## config.mk

```make
export PLATFORM = sky130hd
export DESIGN_NAME = cnn_conv2_mac_accum
export DESIGN_NICKNAME = d
export VERILOG_FILES = /design/src/rtl/cnn_conv2_pkg.sv /design/src/rtl/cnn_conv2_requant.sv /design/src/rtl/cnn_conv2_mac_accum.sv
export SDC_FILE = /design/constraint.sdc
export NUM_CORES = 1
export LEC_CHECK = 0
export ABC_CLOCK_PERIOD_IN_PS = 7800
export BUFFER_PORTS_ARGS = -buffer_cell sky130_fd_sc_hd__buf_2
export CORE_MARGIN = 5
export CORE_UTILIZATION = 55
export CTS_CLUSTER_SIZE = 25
export DETAILED_ROUTE_END_ITERATION = 10
export PLACE_DENSITY = 0.81
export SLEW_MARGIN = 25
export SYNTH_ARGS = -nofsm -noshare
export SYNTH_HDL_FRONTEND = slang
export SYNTH_SLANG_ARGS = --single-unit
```

## constraint.sdc

```tcl
create_clock -name ap_clk -period 7.8 [get_ports ap_clk]
set_input_delay 0.78 -clock ap_clk [delete_from_list [all_inputs] [get_ports ap_clk]]
set_output_delay 0.78 -clock ap_clk [all_outputs]
set_load 0.02 [all_outputs]
```

## src/rtl/cnn_conv2_pkg.sv

```systemverilog
// Shared constants and types for the conv2 MAC accumulator and its requantizer.
package cnn_conv2_pkg;

  localparam int unsigned PROD_W = 23;
  localparam int unsigned ACC_W  = 32;
  localparam int unsigned TAPS   = 150;
  localparam int unsigned BIAS_W = 16;
  localparam int unsigned SHIFT  = 8;
  localparam int unsigned OUT_W  = 14;
  localparam int unsigned TAP_W  = $clog2(TAPS);

  typedef logic signed [PROD_W-1:0] prod_t;
  typedef logic signed [ACC_W-1:0]  acc_t;
  typedef logic signed [OUT_W-1:0]  act_t;
  typedef logic signed [BIAS_W-1:0] bias_t;
  typedef logic        [TAP_W-1:0]  tap_t;

  localparam act_t SAT_MAX  = {1'b0, {(OUT_W-1){1'b1}}};
  localparam act_t SAT_MIN  = {1'b1, {(OUT_W-1){1'b0}}};
  localparam tap_t TAP_LAST = tap_t'(TAPS - 1);

  // Sign-extend a product to accumulator width.
  function automatic acc_t sext_prod(input prod_t p);
    return acc_t'(p);
  endfunction

  // Sign-extend a bias to accumulator width.
  function automatic acc_t sext_bias(input bias_t b);
    return acc_t'(b);
  endfunction

endpackage

```

## src/rtl/cnn_conv2_requant.sv

```systemverilog
// Combinational requantizer: round-half-up, arithmetic right shift, saturate to OUT_W.
// CNN_CONV2_ACC_RELU_EN: when defined, negative saturated results are clamped to zero.
module cnn_conv2_requant
  import cnn_conv2_pkg::*;
(
  input  logic signed [ACC_W-1:0] acc_in,
  output logic signed [OUT_W-1:0] act_c
);

  localparam acc_t RND     = acc_t'(1) <<< (SHIFT - 1);
  localparam acc_t MAX_ACC = acc_t'(SAT_MAX);
  localparam acc_t MIN_ACC = acc_t'(SAT_MIN);

  acc_t rounded;
  acc_t shifted;

  // Round, shift and clamp the full-precision window sum to the activation range.
  always_comb begin
    rounded = acc_in + RND;
    shifted = rounded >>> SHIFT;
    act_c   = act_t'(shifted);
    if (shifted > MAX_ACC) begin
      act_c = SAT_MAX;
    end else if (shifted < MIN_ACC) begin
      act_c = SAT_MIN;
    end
`ifdef CNN_CONV2_ACC_RELU_EN
    if (act_c[OUT_W-1]) begin
      act_c = '0;
    end
`else
`endif
  end

endmodule

```

## src/rtl/cnn_conv2_mac_accum.sv

```systemverilog
// conv2 accumulator: sums TAPS products per pixel plus bias, requantizes, emits one activation.
// CNN_CONV2_ACC_RELU_EN: enables ReLU clamping inside the requantizer.
module cnn_conv2_mac_accum
  import cnn_conv2_pkg::*;
(
  input  logic                     ap_clk,
  input  logic                     ap_rst,
  input  logic signed [PROD_W-1:0] prod_data,
  input  logic                     prod_valid,
  output logic                     prod_ready,
  input  logic signed [BIAS_W-1:0] bias,
  output logic signed [OUT_W-1:0]  out_data,
  output logic                     out_valid,
  input  logic                     out_ready,
  output logic        [TAP_W-1:0]  tap_idx
);

  if (ACC_W < PROD_W + $clog2(TAPS) + 1) begin : g_acc_w_check
    $error("cnn_conv2_mac_accum: ACC_W too narrow for PROD_W and TAPS");
  end

  acc_t acc;
  acc_t base;
  acc_t sum;
  act_t act;
  logic last;
  logic accept;

  // Ready only blocks the closing tap while a finished pixel is still waiting downstream.
  always_comb begin
    last       = (tap_idx == TAP_LAST);
    prod_ready = !ap_rst && !(last && out_valid && !out_ready);
    accept     = prod_valid && prod_ready;
    base       = (tap_idx == '0) ? sext_bias(bias) : acc;
    sum        = base + sext_prod(prod_data);
  end

  cnn_conv2_requant u_requant (
    .acc_in (sum),
    .act_c  (act)
  );

  // Tap counter and running window sum.
  always_ff @(posedge ap_clk) begin
    if (ap_rst) begin
      tap_idx <= '0;
      acc     <= '0;
    end else if (accept) begin
      acc     <= sum;
      tap_idx <= last ? '0 : tap_idx + tap_t'(1);
    end
  end

  // Output holding register: loads on closing tap, clears on drain unless reloaded.
  always_ff @(posedge ap_clk) begin
    if (ap_rst) begin
      out_data  <= '0;
      out_valid <= 1'b0;
    end else if (accept && last) begin
      out_data  <= act;
      out_valid <= 1'b1;
    end else if (out_ready) begin
      out_valid <= 1'b0;
    end
  end

endmodule

```

==> impl.org <==
** Outcome
- Outcome :: complete, no violations

** Logic synthesis
- Post-synthesis cell area :: 5200 µm²
- For this run, the leading register cell type out of synthesis is dfxtp_1.
- The number of nets in the synthesized netlist is 754.
- Post-Synthesis Mean Instance Area :: 7.72 µm²
- By area the synthesized netlist is led by dfxtp_1 21%, ha_1 8.9%, nand3_1 5.0%, nor2_1 5.0%, o21ai_0 4.1%.
- The synthesized design contains 55 register bits.
- Cell type with the highest aggregate area in the netlist :: dfxtp_1
- Top-area cell type share of the netlist area :: 0.212
- Number of unique standard cell types used by synthesis :: 78
- Number of synthesized flops with an enable pin :: 0
- Share of flip-flops with an asynchronous set or reset after synthesis :: 0
- Synthesis handed over a netlist of 673 instances.
- Yosys warns :: 0
- The share of the Yosys chip area taken by registers is 0.212.

** Floorplan
- Area of the placeable core :: 9240 µm²
- The floorplan step defined a die boundary enclosing 11500 µm².
- The floorplan step set the die width to 107 µm.
- Num rows :: 35
- The floorplan step set the die height to 107 µm.
- Initial standard-cell utilization of the core :: 0.562
- IO Count :: 67

** Routing
- Detail Route Antenna Nets :: 0
- For this run, the detailed router's first-pass iteration total came to 7.
- Starting DRC count in detailed routing :: 457
- Per-cell via count in the routed design :: 6.37
- The routed design has 14700 µm of wire.
- Total vias in the final route :: 5366
- In the final routed layout, each cell accounts on average for 17.5 µm.
- In the routed design, unresolved DRC markers number 0.

** Flow run
- The tool flagged a number of max-cap violations equal to 0.

** Finish
- Of the cells placed in the final design, the portion with a size suffix greater than 1 is 0.173.
- Fill cells :: 840
- Leading cell type in the layout, fill and taps excluded :: nor2_1
- Fin nets :: 793
- Highest-count cells in the layout ignoring fill and taps :: 69 x nor2_1, 66 x buf_2, 56 x nand2_1
- Number of antenna cells inserted :: 0
- Area growth from synthesis to layout :: 8.57%

** Clock tree
- In this run the deepest clock path goes through 2 buffers.
- Post CTS Setup Buffer Count :: 0
- TritonCTS sink count :: 55
- TritonCTS built the clock tree.
- After clock tree synthesis, the clock-pin slew on the worst setup and hold paths is 120 ps.
- Clock tree synthesis inserted a total of 5 buffers.
- Worst-skew pair later-pin latency :: 340 ps
- Once the clock tree was built, the resizer swapped 0 gates to a different size.
- Buffers inserted to repair hold after CTS numbered 0.
- Maximum level of the CTS H-tree :: 2
- Root buffer selected by CTS :: clkbuf_8

** Setup path
- Worst setup SP type :: flip-flop
- Launch point of the worst path :: tap_idx[0]
- Type of destination of the critical path :: flip-flop
- Critical Setup Path Class :: reg -> reg
- Worst endpoint data arrival time :: 6600 ps
- Critical Path Fanout Max :: 17
- Crit path required time :: 7980 ps
- Reg2reg start :: tap_idx[0]

** Timing
- Post-route worst hold slack :: 467 ps
- Normalized max-slew margin :: 0.436
- Setup repair after global routing left no endpoint under its margin.
- Final Hold Violating Endpoints :: 0
- Fin Setup TNS :: 0 ps
- Period Utilization, post-route :: 0.824
- For the pin with the worst max-slew slack, the measured transition is 835 ps.
- Setup clock skew after layout :: 14.2 ps
- Number of pins exceeding their max-slew limit in the final report :: 0
- The smallest clock period supported by the final layout is computed as 6430 ps.
- Fin worst setup slack :: 1370 ps
- Setup violations remaining at the end of the flow were counted as 0.
- Derived from the worst setup path, the maximum achievable clock frequency is 156 MHz.

** GRT
- Global-route usage over all layers :: 0.252
- For this run the aggregate overflow at the end of global routing stands at 0.
- The via count of the first global-routing pass is 5002.
- Entering global routing, the biggest net connects 58 pins.
- Initial antenna violation count :: 0
- The first global-routing pass estimated 23900 µm of wire.

** Pwr
- Of the total power, the share spent switching nets is 0.467.
- Dividing total power by cell area gives a power density of 204 nW/µm².
- Internal power comes to 613 µW.
- Relative contribution of the clock network to total power :: 0.160
- Of the total power, registers draw 0.284.
- The share of total power dissipated in combinational logic is 0.556.
- Max IR drop VDD :: 0.000117 V
- For this design the total switching power over the nets is 538 µW.
- For this design the static power due to leakage is 2.40 nW.

** Placement
- The count of buffers added on input and output ports is 66.
- Prior to clock tree synthesis, the placed netlist has a worst setup slack of 1520 ps.
- Detailed placement ended at an HPWL of 11300 µm.
- The congestion estimate from routability-driven global placement came to 0.983.

** Min path
- Startpoint of the most critical hold path :: acc[18]
- Hold/Removal Path Class :: reg -> reg
-- power groups by stage --
stage / Sequential [mW] / Clock [mW] / Combinational [mW]
4_1_cts: 0.327 / 0.185 / 0.625
3_3_place_gp: 0.331 / 0 / 0.604
3_5_place_dp: 0.333 / 0 / 0.621
5_1_grt: 0.330 / 0.199 / 0.697
6_report: 0.327 / 0.184 / 0.640
2_1_floorplan: 0.329 / 0 / 0.487
-- stage by stage --
| step | power [mW] | cell area (µm²) | instances | util |
|---|---|---|---|---|
| global route | 1.23 | 5640 | 842 | 0.611 |
| CTS | 1.14 | 5640 | 842 | 0.611 |
| finish | 1.15 | 5640 | 842 | 0.611 |
| global placement | 0.935 | 5550 | 834 | 0.600 |
| detailed placement | 0.954 | 5550 | 834 | 0.600 |
| floorplan | 0.816 | 5200 | 673 | - |
-- cell usage after synthesis (5+ instances only) --
cell      instances
nor4_1            8
nor3_1           14
nand4_1          16
nand3_1          52
mux2_2           16
a311oi_1          5
xnor2_1          20
or3_1            11
nor2_1           69
buf_2             6
xor2_1           23
a311oi_2          5
a211oi_1         10
nand2b_1          5
inv_1            11
a21oi_1          33
clkbuf_1         26
o21ai_0          43
o21a_1            9
a211oi_2          5
nand2_1          56
or2_2             5
and2_1            9
and3_1           11
a21o_1           27
a211o_1           5
ha_1             37
o211ai_1          9
dfxtp_1          55
-- final cells by class --
cell class	count	area (µm²)	area share
Multi-Input combinational cell	570	3890	0.689
Sequential cell	55	1100	0.195
Clock inverter	3	27.5	0.00488
Tap cell	129	161	0.0286
Inverter	11	41.3	0.00732
Clock buffer	5	68.8	0.0122
Timing Repair Buffer	69	353	0.0625
-- cell families after synthesis --
logic type	Yosys count	synth area share
and+or+nand+nor	278	0.275
muxes	16	0.0347
AOI/OAI and AO/OA	195	0.274
adders and majority gates	38	0.0929
DFF	55	0.212
buffers and inverters	48	0.0397
xor gates and xnor gates	43	0.0725
-- critical path: stages (launching register included) --
cell and delay (ps):
dfxtp_1 380, inv_1 80, ha_1 130, nor4b_1 280, nand2_1 550, mux2_2 400, ha_1 200, inv_1 70
fa_1 390, nand2b_1 190, a21oi_2 340, o211ai_1 150, nor2_1 240, ha_1 250, nand3_1 190, or3_1 420
nor4_4 480, nand4_1 180, nor4_2 230, xnor2_1 190, nand2_1 120, a2bb2oi_2 710, a311oi_1 90
-- final timing paths --
kind	end	slack, ps	depth (start not counted)
max reg2reg	out_data[6]	1370	22
min	acc[18]	470	2
max	out_data[6]	1370	22
min reg2reg	acc[18]	470	2
-- registers in the layout, indices dropped and copies added (netlist names) --
| name | flops |
|---|---|
| acc | 32 |
| out_data | 14 |
| tap_idx | 8 |
| out_valid | 1 |
-- metal layers --
metal  share of wire  global-route usage
met1            0.44               0.330
met2            0.45               0.411
met3           0.078              0.0433
met4           0.025              0.0977
met5               0                   0
Power figures use the tool's default switching activity.
